--- src/rtl/lsu_pkg.sv ---
// Shared types and lane helpers for the load/store unit.
package lsu_pkg;

  typedef enum logic [1:0] {
    BYTE = 2'b00,
    HALF = 2'b01,
    WORD = 2'b10,
    RSVD = 2'b11
  } size_e;

  typedef enum logic [2:0] {
    IDLE,
    ACCESS,
    CAPTURE,
    WRITE,
    RESP
  } state_e;

  // Pull the addressed byte/half out of a memory word and extend it to 32 bits.
  function automatic logic [31:0] lane_extract(input logic [31:0] word,
                                               input logic [1:0]  off,
                                               input size_e       size,
                                               input logic        uns);
    logic [7:0]  b;
    logic [15:0] h;
    logic [31:0] r;
    b = word[{off, 3'b000} +: 8];
    h = word[{off[1], 4'b0000} +: 16];
    case (size)
      BYTE:    r = {{24{~uns & b[7]}}, b};
      HALF:    r = {{16{~uns & h[15]}}, h};
      default: r = word;
    endcase
    return r;
  endfunction

  // Overlay the low byte/half of new_data onto old at the addressed lane.
  function automatic logic [31:0] lane_merge(input logic [31:0] old,
                                             input logic [31:0] new_data,
                                             input logic [1:0]  off,
                                             input size_e       size);
    logic [31:0] r;
    r = old;
    case (size)
      BYTE:    r[{off, 3'b000} +: 8]     = new_data[7:0];
      HALF:    r[{off[1], 4'b0000} +: 16] = new_data[15:0];
      default: r = new_data;
    endcase
    return r;
  endfunction

  function automatic logic [15:0] sat_inc(input logic [15:0] v);
    return (v == 16'hFFFF) ? v : v + 16'd1;
  endfunction

endpackage

--- src/rtl/lsu_if.sv ---
// Request/response handshake between the execute stage and the load/store unit.
interface lsu_if;
  logic        req_valid;
  logic        req_ready;
  logic        req_we;
  logic [1:0]  req_size;
  logic        req_unsigned;
  logic [31:0] req_addr;
  logic [31:0] req_wdata;
  logic        resp_valid;
  logic        resp_ready;
  logic [31:0] resp_rdata;
  logic        resp_err;

  modport master (
    output req_valid, req_we, req_size, req_unsigned, req_addr, req_wdata, resp_ready,
    input  req_ready, resp_valid, resp_rdata, resp_err
  );

  modport slave (
    input  req_valid, req_we, req_size, req_unsigned, req_addr, req_wdata, resp_ready,
    output req_ready, resp_valid, resp_rdata, resp_err
  );
endinterface

--- src/rtl/lsu_align.sv ---
// Combinational lane extraction (loads) and lane merge (sub-word stores).
module lsu_align
  import lsu_pkg::*;
(
  input  logic [31:0] rd_word,
  input  logic [31:0] new_data,
  input  logic [1:0]  off,
  input  size_e       size,
  input  logic        uns,
  output logic [31:0] load_data,
  output logic [31:0] merged
);
  assign load_data = lane_extract(rd_word, off, size, uns);
  assign merged    = lane_merge(rd_word, new_data, off, size);
endmodule

--- src/rtl/load_store_unit.sv ---
// Load/store unit: alignment/range checks, load formatting, RMW sub-word stores.
// Optional event counters enabled by defining LSU_STATS_EN.
module load_store_unit
  import lsu_pkg::*;
#(
  parameter int MEM_WORDS = 10
) (
  input  logic        clk,
  input  logic        reset,
  lsu_if.slave        bus,
  output logic        mem_write,
  output logic [31:0] mem_address,
  output logic [31:0] mem_write_data,
  input  logic [31:0] mem_read_data,
  output logic [15:0] stat_loads,
  output logic [15:0] stat_stores,
  output logic [15:0] stat_errs
);

  localparam logic [29:0] WORD_LIMIT = 30'(MEM_WORDS);

  state_e      state_q, state_d;
  logic        we_q, uns_q;
  size_e       size_q;
  logic [1:0]  off_q;
  logic [31:0] wdata_q;
  logic [31:0] rdata_q;
  logic        err_q;
  logic [31:0] addr_q;
  logic [31:0] wr_data_q;

  size_e       req_size;
  logic        req_err;
  logic        accept;
  logic [31:0] load_data;
  logic [31:0] merged;

  assign req_size = size_e'(bus.req_size);
  assign req_err  = (req_size == RSVD)
                  | ((req_size == HALF) && bus.req_addr[0])
                  | ((req_size == WORD) && (bus.req_addr[1:0] != 2'b00))
                  | (bus.req_addr[31:2] >= WORD_LIMIT);
  assign accept   = bus.req_valid && (state_q == IDLE);

  lsu_align u_align (
    .rd_word   (mem_read_data),
    .new_data  (wdata_q),
    .off       (off_q),
    .size      (size_q),
    .uns       (uns_q),
    .load_data (load_data),
    .merged    (merged)
  );

  always_comb begin
    // NOTE: default first so every path assigns state_d and no latch is inferred.
    state_d = state_q;
    case (state_q)
      IDLE:    if (accept) state_d = req_err ? RESP : ACCESS;
      ACCESS:  state_d = (we_q && size_q == WORD) ? RESP : CAPTURE;
      CAPTURE: state_d = we_q ? WRITE : RESP;
      WRITE:   state_d = RESP;
      RESP:    if (bus.resp_ready) state_d = IDLE;
      default: state_d = IDLE;
    endcase
  end

  // Write strobe comes purely from registered state so it is steady across the negedge.
  assign mem_write = ((state_q == ACCESS) && we_q && (size_q == WORD)) || (state_q == WRITE);

  assign bus.req_ready  = (state_q == IDLE);
  assign bus.resp_valid = (state_q == RESP);
  assign bus.resp_rdata = rdata_q;
  assign bus.resp_err   = err_q;
  assign mem_address    = addr_q;
  assign mem_write_data = wr_data_q;

  // NOTE: sequential state uses non-blocking assignments so all flops update together.
  always_ff @(posedge clk or posedge reset) begin
    if (reset) begin
      state_q   <= IDLE;
      we_q      <= 1'b0;
      uns_q     <= 1'b0;
      size_q    <= BYTE;
      off_q     <= 2'b00;
      wdata_q   <= '0;
      rdata_q   <= '0;
      err_q     <= 1'b0;
      addr_q    <= '0;
      wr_data_q <= '0;
    end else begin
      state_q <= state_d;
      if (accept) begin
        we_q    <= bus.req_we;
        uns_q   <= bus.req_unsigned;
        size_q  <= req_size;
        off_q   <= bus.req_addr[1:0];
        wdata_q <= bus.req_wdata;
        rdata_q <= '0;
        err_q   <= req_err;
        if (!req_err) begin
          addr_q <= {bus.req_addr[31:2], 2'b00};
          if (bus.req_we && req_size == WORD) wr_data_q <= bus.req_wdata;
        end
      end
      if (state_q == CAPTURE) begin
        if (we_q) wr_data_q <= merged;
        else      rdata_q   <= load_data;
      end
    end
  end

`ifdef LSU_STATS_EN
  logic        resp_done;
  logic [15:0] loads_q, stores_q, errs_q;

  assign resp_done = bus.resp_valid && bus.resp_ready;

  always_ff @(posedge clk or posedge reset) begin
    if (reset) begin
      loads_q  <= '0;
      stores_q <= '0;
      errs_q   <= '0;
    end else if (resp_done) begin
      if (err_q)     errs_q   <= sat_inc(errs_q);
      else if (we_q) stores_q <= sat_inc(stores_q);
      else           loads_q  <= sat_inc(loads_q);
    end
  end

  assign stat_loads  = loads_q;
  assign stat_stores = stores_q;
  assign stat_errs   = errs_q;
`else
  assign stat_loads  = '0;
  assign stat_stores = '0;
  assign stat_errs   = '0;
`endif

endmodule
--- src/flat_wrapper.sv ---
// flat-port wrapper written by rule: the top's interface ports become plain ports
module load_store_unit_flat import lsu_pkg::*;
#(
  parameter int MEM_WORDS = 10
)
  (clk, reset, mem_write, mem_address, mem_write_data, mem_read_data, stat_loads, stat_stores, stat_errs, bus_req_valid, bus_req_we, bus_req_size, bus_req_unsigned, bus_req_addr, bus_req_wdata, bus_resp_ready, bus_req_ready, bus_resp_valid, bus_resp_rdata, bus_resp_err);
  lsu_if bus_i ();
  input  logic clk;
  input  logic reset;
  output logic mem_write;
  output logic [31:0] mem_address;
  output logic [31:0] mem_write_data;
  input  logic [31:0] mem_read_data;
  output logic [15:0] stat_loads;
  output logic [15:0] stat_stores;
  output logic [15:0] stat_errs;
  input wire logic [$bits(bus_i.req_valid)-1:0] bus_req_valid;
  input wire logic [$bits(bus_i.req_we)-1:0] bus_req_we;
  input wire logic [$bits(bus_i.req_size)-1:0] bus_req_size;
  input wire logic [$bits(bus_i.req_unsigned)-1:0] bus_req_unsigned;
  input wire logic [$bits(bus_i.req_addr)-1:0] bus_req_addr;
  input wire logic [$bits(bus_i.req_wdata)-1:0] bus_req_wdata;
  input wire logic [$bits(bus_i.resp_ready)-1:0] bus_resp_ready;
  output wire logic [$bits(bus_i.req_ready)-1:0] bus_req_ready;
  output wire logic [$bits(bus_i.resp_valid)-1:0] bus_resp_valid;
  output wire logic [$bits(bus_i.resp_rdata)-1:0] bus_resp_rdata;
  output wire logic [$bits(bus_i.resp_err)-1:0] bus_resp_err;
  assign bus_i.req_valid = bus_req_valid;
  assign bus_i.req_we = bus_req_we;
  assign bus_i.req_size = bus_req_size;
  assign bus_i.req_unsigned = bus_req_unsigned;
  assign bus_i.req_addr = bus_req_addr;
  assign bus_i.req_wdata = bus_req_wdata;
  assign bus_i.resp_ready = bus_resp_ready;
  assign bus_req_ready = bus_i.req_ready;
  assign bus_resp_valid = bus_i.resp_valid;
  assign bus_resp_rdata = bus_i.resp_rdata;
  assign bus_resp_err = bus_i.resp_err;
  load_store_unit #(.MEM_WORDS(MEM_WORDS)) u_core (.clk(clk), .reset(reset), .bus(bus_i), .mem_write(mem_write), .mem_address(mem_address), .mem_write_data(mem_write_data), .mem_read_data(mem_read_data), .stat_loads(stat_loads), .stat_stores(stat_stores), .stat_errs(stat_errs));
endmodule
--- config.mk ---
export PLATFORM = sky130hd
export DESIGN_NAME = load_store_unit_flat
export DESIGN_NICKNAME = d
export VERILOG_FILES = /design/src/rtl/lsu_pkg.sv /design/src/rtl/lsu_if.sv /design/src/rtl/lsu_align.sv /design/src/rtl/load_store_unit.sv /design/src/flat_wrapper.sv
export SDC_FILE = /design/constraint.sdc
export NUM_CORES = 1
export LEC_CHECK = 0
export CAP_MARGIN = 10
export CORE_AREA = 5 5 134 136
export CTS_CLUSTER_SIZE = 16
export DETAILED_ROUTE_END_ITERATION = 10
export DIE_AREA = 0 0 139 141
export GPL_ROUTABILITY_DRIVEN = 0
export GPL_TIMING_DRIVEN = 0
export PLACE_DENSITY = 0.89
export SYNTH_ARGS = -nofsm -noshare
export SYNTH_HDL_FRONTEND = slang
export SYNTH_SLANG_ARGS = --single-unit
--- constraint.sdc ---
create_clock -name clk -period 6.07 [get_ports clk]
set_input_delay 1.214 -clock clk [delete_from_list [all_inputs] [get_ports clk]]
set_output_delay 1.214 -clock clk [all_outputs]
set_load 0.005 [all_outputs]
==> flow_summary.json <==
{
  "status": "completed",
  "numCtsBuffers": 17,
  "routed_via_density": 5.75,
  "ys.flop_type": "dfrtp_1",
  "dr.pass1.iters": 7,
  "fin_area_sq_um": 10600,
  "postCtsHoldBufs": 0,
  "rows": 48,
  "slew_headroom_pct": 33.1,
  "drv_cap": 0,
  "synthCells": 859,
  "multiInputGateArea_sq_um": 3450,
  "rsz0062_at_grt": "no",
  "core_sq_um": 16800,
  "finalWirelength_um": 27200,
  "p_per_area_nw_per_um2": 253,
  "h-tree-depth": 4,
  "synth_cell_type_count": 48,
  "wl_met1_um": 9670,
  "finalSetupViolations": 0,
  "finalCriticalPeriod_ps": 3560,
  "path_buf_inv": 4,
  "fin_total_pwr_w": 0.00267,
  "worstHoldStart": "u_core.bus.resp_rdata[11]$_DFF_PP0_",
  "io_pins": 252,
  "grt_overflow": 0,
  "setup.worst_path.start": "bus_req_valid",
  "synth_edf_count": 0,
  "syn_avg_cell_area_sq_um": 8.72,
  "fill_cells": 1352,
  "diodes": 0,
  "drc": 0,
  "worstPathRequired_ps": 6350,
  "setup_slack_ps": 2510,
  "finClkSkew_ps": 9.36,
  "slew_viol_final": 0,
  "ys_async_sr_fraction_pct": 100,
  "seq_area_frac_synth_pct": 45.4,
  "antenna_found_initial": 0,
  "cts_buffer_depth": 2,
  "regToRegStartpoint": "u_core.off_q[1]$_DFFE_PP0P_",
  "wl_met3_um": 3930,
  "ant_nets": 0,
  "seq_area_sq_um": 3400,
  "cellLeakagePower_nw": 4.76,
  "synth_warnings": 0,
  "grt_max_degree": 96,
  "reg2reg_slack_ps": 2660,
  "dp_hpwl_um": 20500,
  "critPathKind": "in -> reg",
  "utilization_pct": 62.9,
  "final_cells": 1367,
  "max_freq_ghz": 0.281,
  "fin_nets": 1238,
  "syn2layout_area_growth_pct": 41.3,
  "highest_layer": "met4",
  "root_buffer": "clkbuf_16",
  "crit_chain": "clkdlybuf4s50_1 -> or4b_1 -> buf_2 -> nor3_4 -> or4b_4 -> buf_6 -> buf_2 -> nand2_1 -> a22oi_1",
  "worstSkewPairLatency_ps": 430,
  "cp.arrival_ps": 3840,
  "wl_per_cell_um": 19.9,
  "hold_path_class": "reg -> reg",
  "post-cts-setup-buffer-count": 0,
  "start_util_pct": 44.5,
  "die_w_um": 139,
  "portBuffers": 201,
  "drive_gt1_share_pct": 10.4,
  "end_kind": "flop",
  "crit_slowest_cell": "or4b_4",
  "worstPathMaxFanout": 10,
  "placed_cell_area_sq_um": 10000,
  "cts.sink_count": 136,
  "die_h_um": 141,
  "routed-wl-met2_um": 12700,
  "ys_seq_elements": 136,
  "place_ws_ps": 2120,
  "post-place-cells": 1335,
  "worstMarginPinSlew_ps": 995,
  "grt_usage_pct": 27.1,
  "fin_crit_sh_pct": 58.6,
  "drt-initial-drc-count": 1310,
  "hold_viol_final": 0,
  "netlist_area_sq_um": 7490,
  "max-vdd-ir-drop_mv": 0.232,
  "vias": 7865,
  "cts_resized": 0,
  "grt_pass1_wl_um": 41900,
  "clk_pin_slew_ps": 60,
  "cts_tree": "done",
  "cpPeakStageDelay_ps": 530,
  "grt_pass1_vias": 7513,
  "dieArea_sq_um": 19600,
  "cp-start-kind": "primary input",
  "path_common_cell": "buf_2",
  "cp_top_family": "simple AND/OR/NAND/NOR gates"
}
==> metrics by stage <==
step / setup TNS [ps] / hold WS [ps]
final: 0 / 477
after global routing: 0 / 492
after CTS: 0 / 484
after detailed placement: 0 / 464
after global placement: -76600 / 461
after floorplan: 0 / 445
==> Yosys cell counts (2+ instances only) <==
library cell	number	area share (%)
a211oi_1	7	0.70
a211oi_2	10	1.7
a21o_1	8	0.80
a21oi_1	34	2.3
a221oi_1	24	2.8
a222oi_1	23	3.1
a22o_1	8	0.94
a22oi_1	16	1.6
a31oi_1	2	0.17
a41oi_1	16	1.9
buf_1	5	0.25
buf_2	6	0.40
buf_4	50	5.0
buf_6	2	0.30
clkbuf_1	53	2.7
dfrtp_1	136	45
ha_1	5	0.84
inv_1	45	2.3
mux2_2	13	2.0
nand2_1	192	9.6
nand2b_1	3	0.25
nand3_1	8	0.53
nor2_1	28	1.4
nor2b_1	28	2.3
nor3_1	26	1.7
nor4_1	7	0.58
nor4bb_1	2	0.27
o21ai_0	66	4.4
o22ai_1	17	1.4
==> worst reg2reg max path, cell delays in order (launching register included) <==
cell and delay [ps]:
dfrtp_1 370, clkbuf_1 240, clkbuf_1 340, clkbuf_1 450
inv_1 180, ha_1 380, nand2_1 60, nor3_1 760
a22o_1 250, a222oi_1 100, a22oi_1 190
==> worst paths after layout <==
kind                       depth (start not counted)                                  end
max in group asynchronous                          3  u_core.bus.resp_rdata[30]$_DFF_PP0_
setup reg to reg                                  10  u_core.mem_write_data[23]$_DFF_PP0_
setup / recovery                                   9  u_core.mem_write_data[23]$_DFF_PP0_
hold reg to reg                                    1  u_core.bus.resp_rdata[11]$_DFF_PP0_
hold / removal                                     1  u_core.bus.resp_rdata[11]$_DFF_PP0_
min in group asynchronous                          2   u_core.mem_address[15]$_DFFE_PP0P_
==> final cells by class <==
cell class | count | area share [%]
multi-input combinational | 611 | 32.7
sequential | 136 | 32.2
timing repair buffer | 202 | 19.3
buffer | 116 | 6.10
clock buffer | 17 | 4.02
tap | 225 | 2.66
inverter | 45 | 1.64
clock inverter | 15 | 1.48
==> registers in the layout (all words and copies together) (netlist names) <==
register / cells
u_core.off_q: 2
u_core.mem_write_data: 32
u_core.bus.resp_rdata: 32
u_core.mem_address: 30
u_core.size_q: 2
u_core.state_q: 3
u_core.bus.resp_err: 1
u_core.we_q: 1
u_core.wdata_q: 32
u_core.uns_q: 1
==> cell families after synthesis <==
family          count (synthesis)  synth area share, %
simple gates                  307                 18.3
compound gates                235                 22.2
mux                            14                 2.26
other cells                     1               0.0501
buf+inv                       161                 10.9
fa+ha+maj                       5                0.835
flops                         136                 45.4
==> power by group <==
group | internal [W] | switching, W
combinational | 0.000238 | 0.000370
sequential | 0.000959 | 0.0000757
clock | 0.000579 | 0.000453
total | 0.00178 | 0.000898
==> per-layer routing <==
layer / GRT usage (%) / up-vias
li1: - / 3487
met1: 33.9 / 3651
met2: 43.0 / 638
met3: 10.4 / 89
met4: 9.94 / 0
met5: 0 / -
==> placed cells by master (no fill, tap or decap), types with 10 or more instances in the layout <==
cell type | Yosys | layout
buf_4 | 50 | 50
inv_1 | 45 | 44
a211oi_2 | 10 | 10
nand2_1 | 192 | 192
a41oi_1 | 16 | 16
clkbuf_1 | 53 | 53
mux2_2 | 13 | 13
clkdlybuf4s50_1 | 0 | 201
a21oi_1 | 34 | 34
o21ai_0 | 66 | 66
o22ai_1 | 17 | 17
nor2_1 | 28 | 28
a22oi_1 | 16 | 16
nor3_1 | 26 | 26
a222oi_1 | 23 | 23
dfrtp_1 | 136 | 136
a221oi_1 | 24 | 24
clkbuf_16 | 0 | 17
conb_1 | 1 | 50
nor2b_1 | 28 | 28
Power figures use the tool's default switching activity.
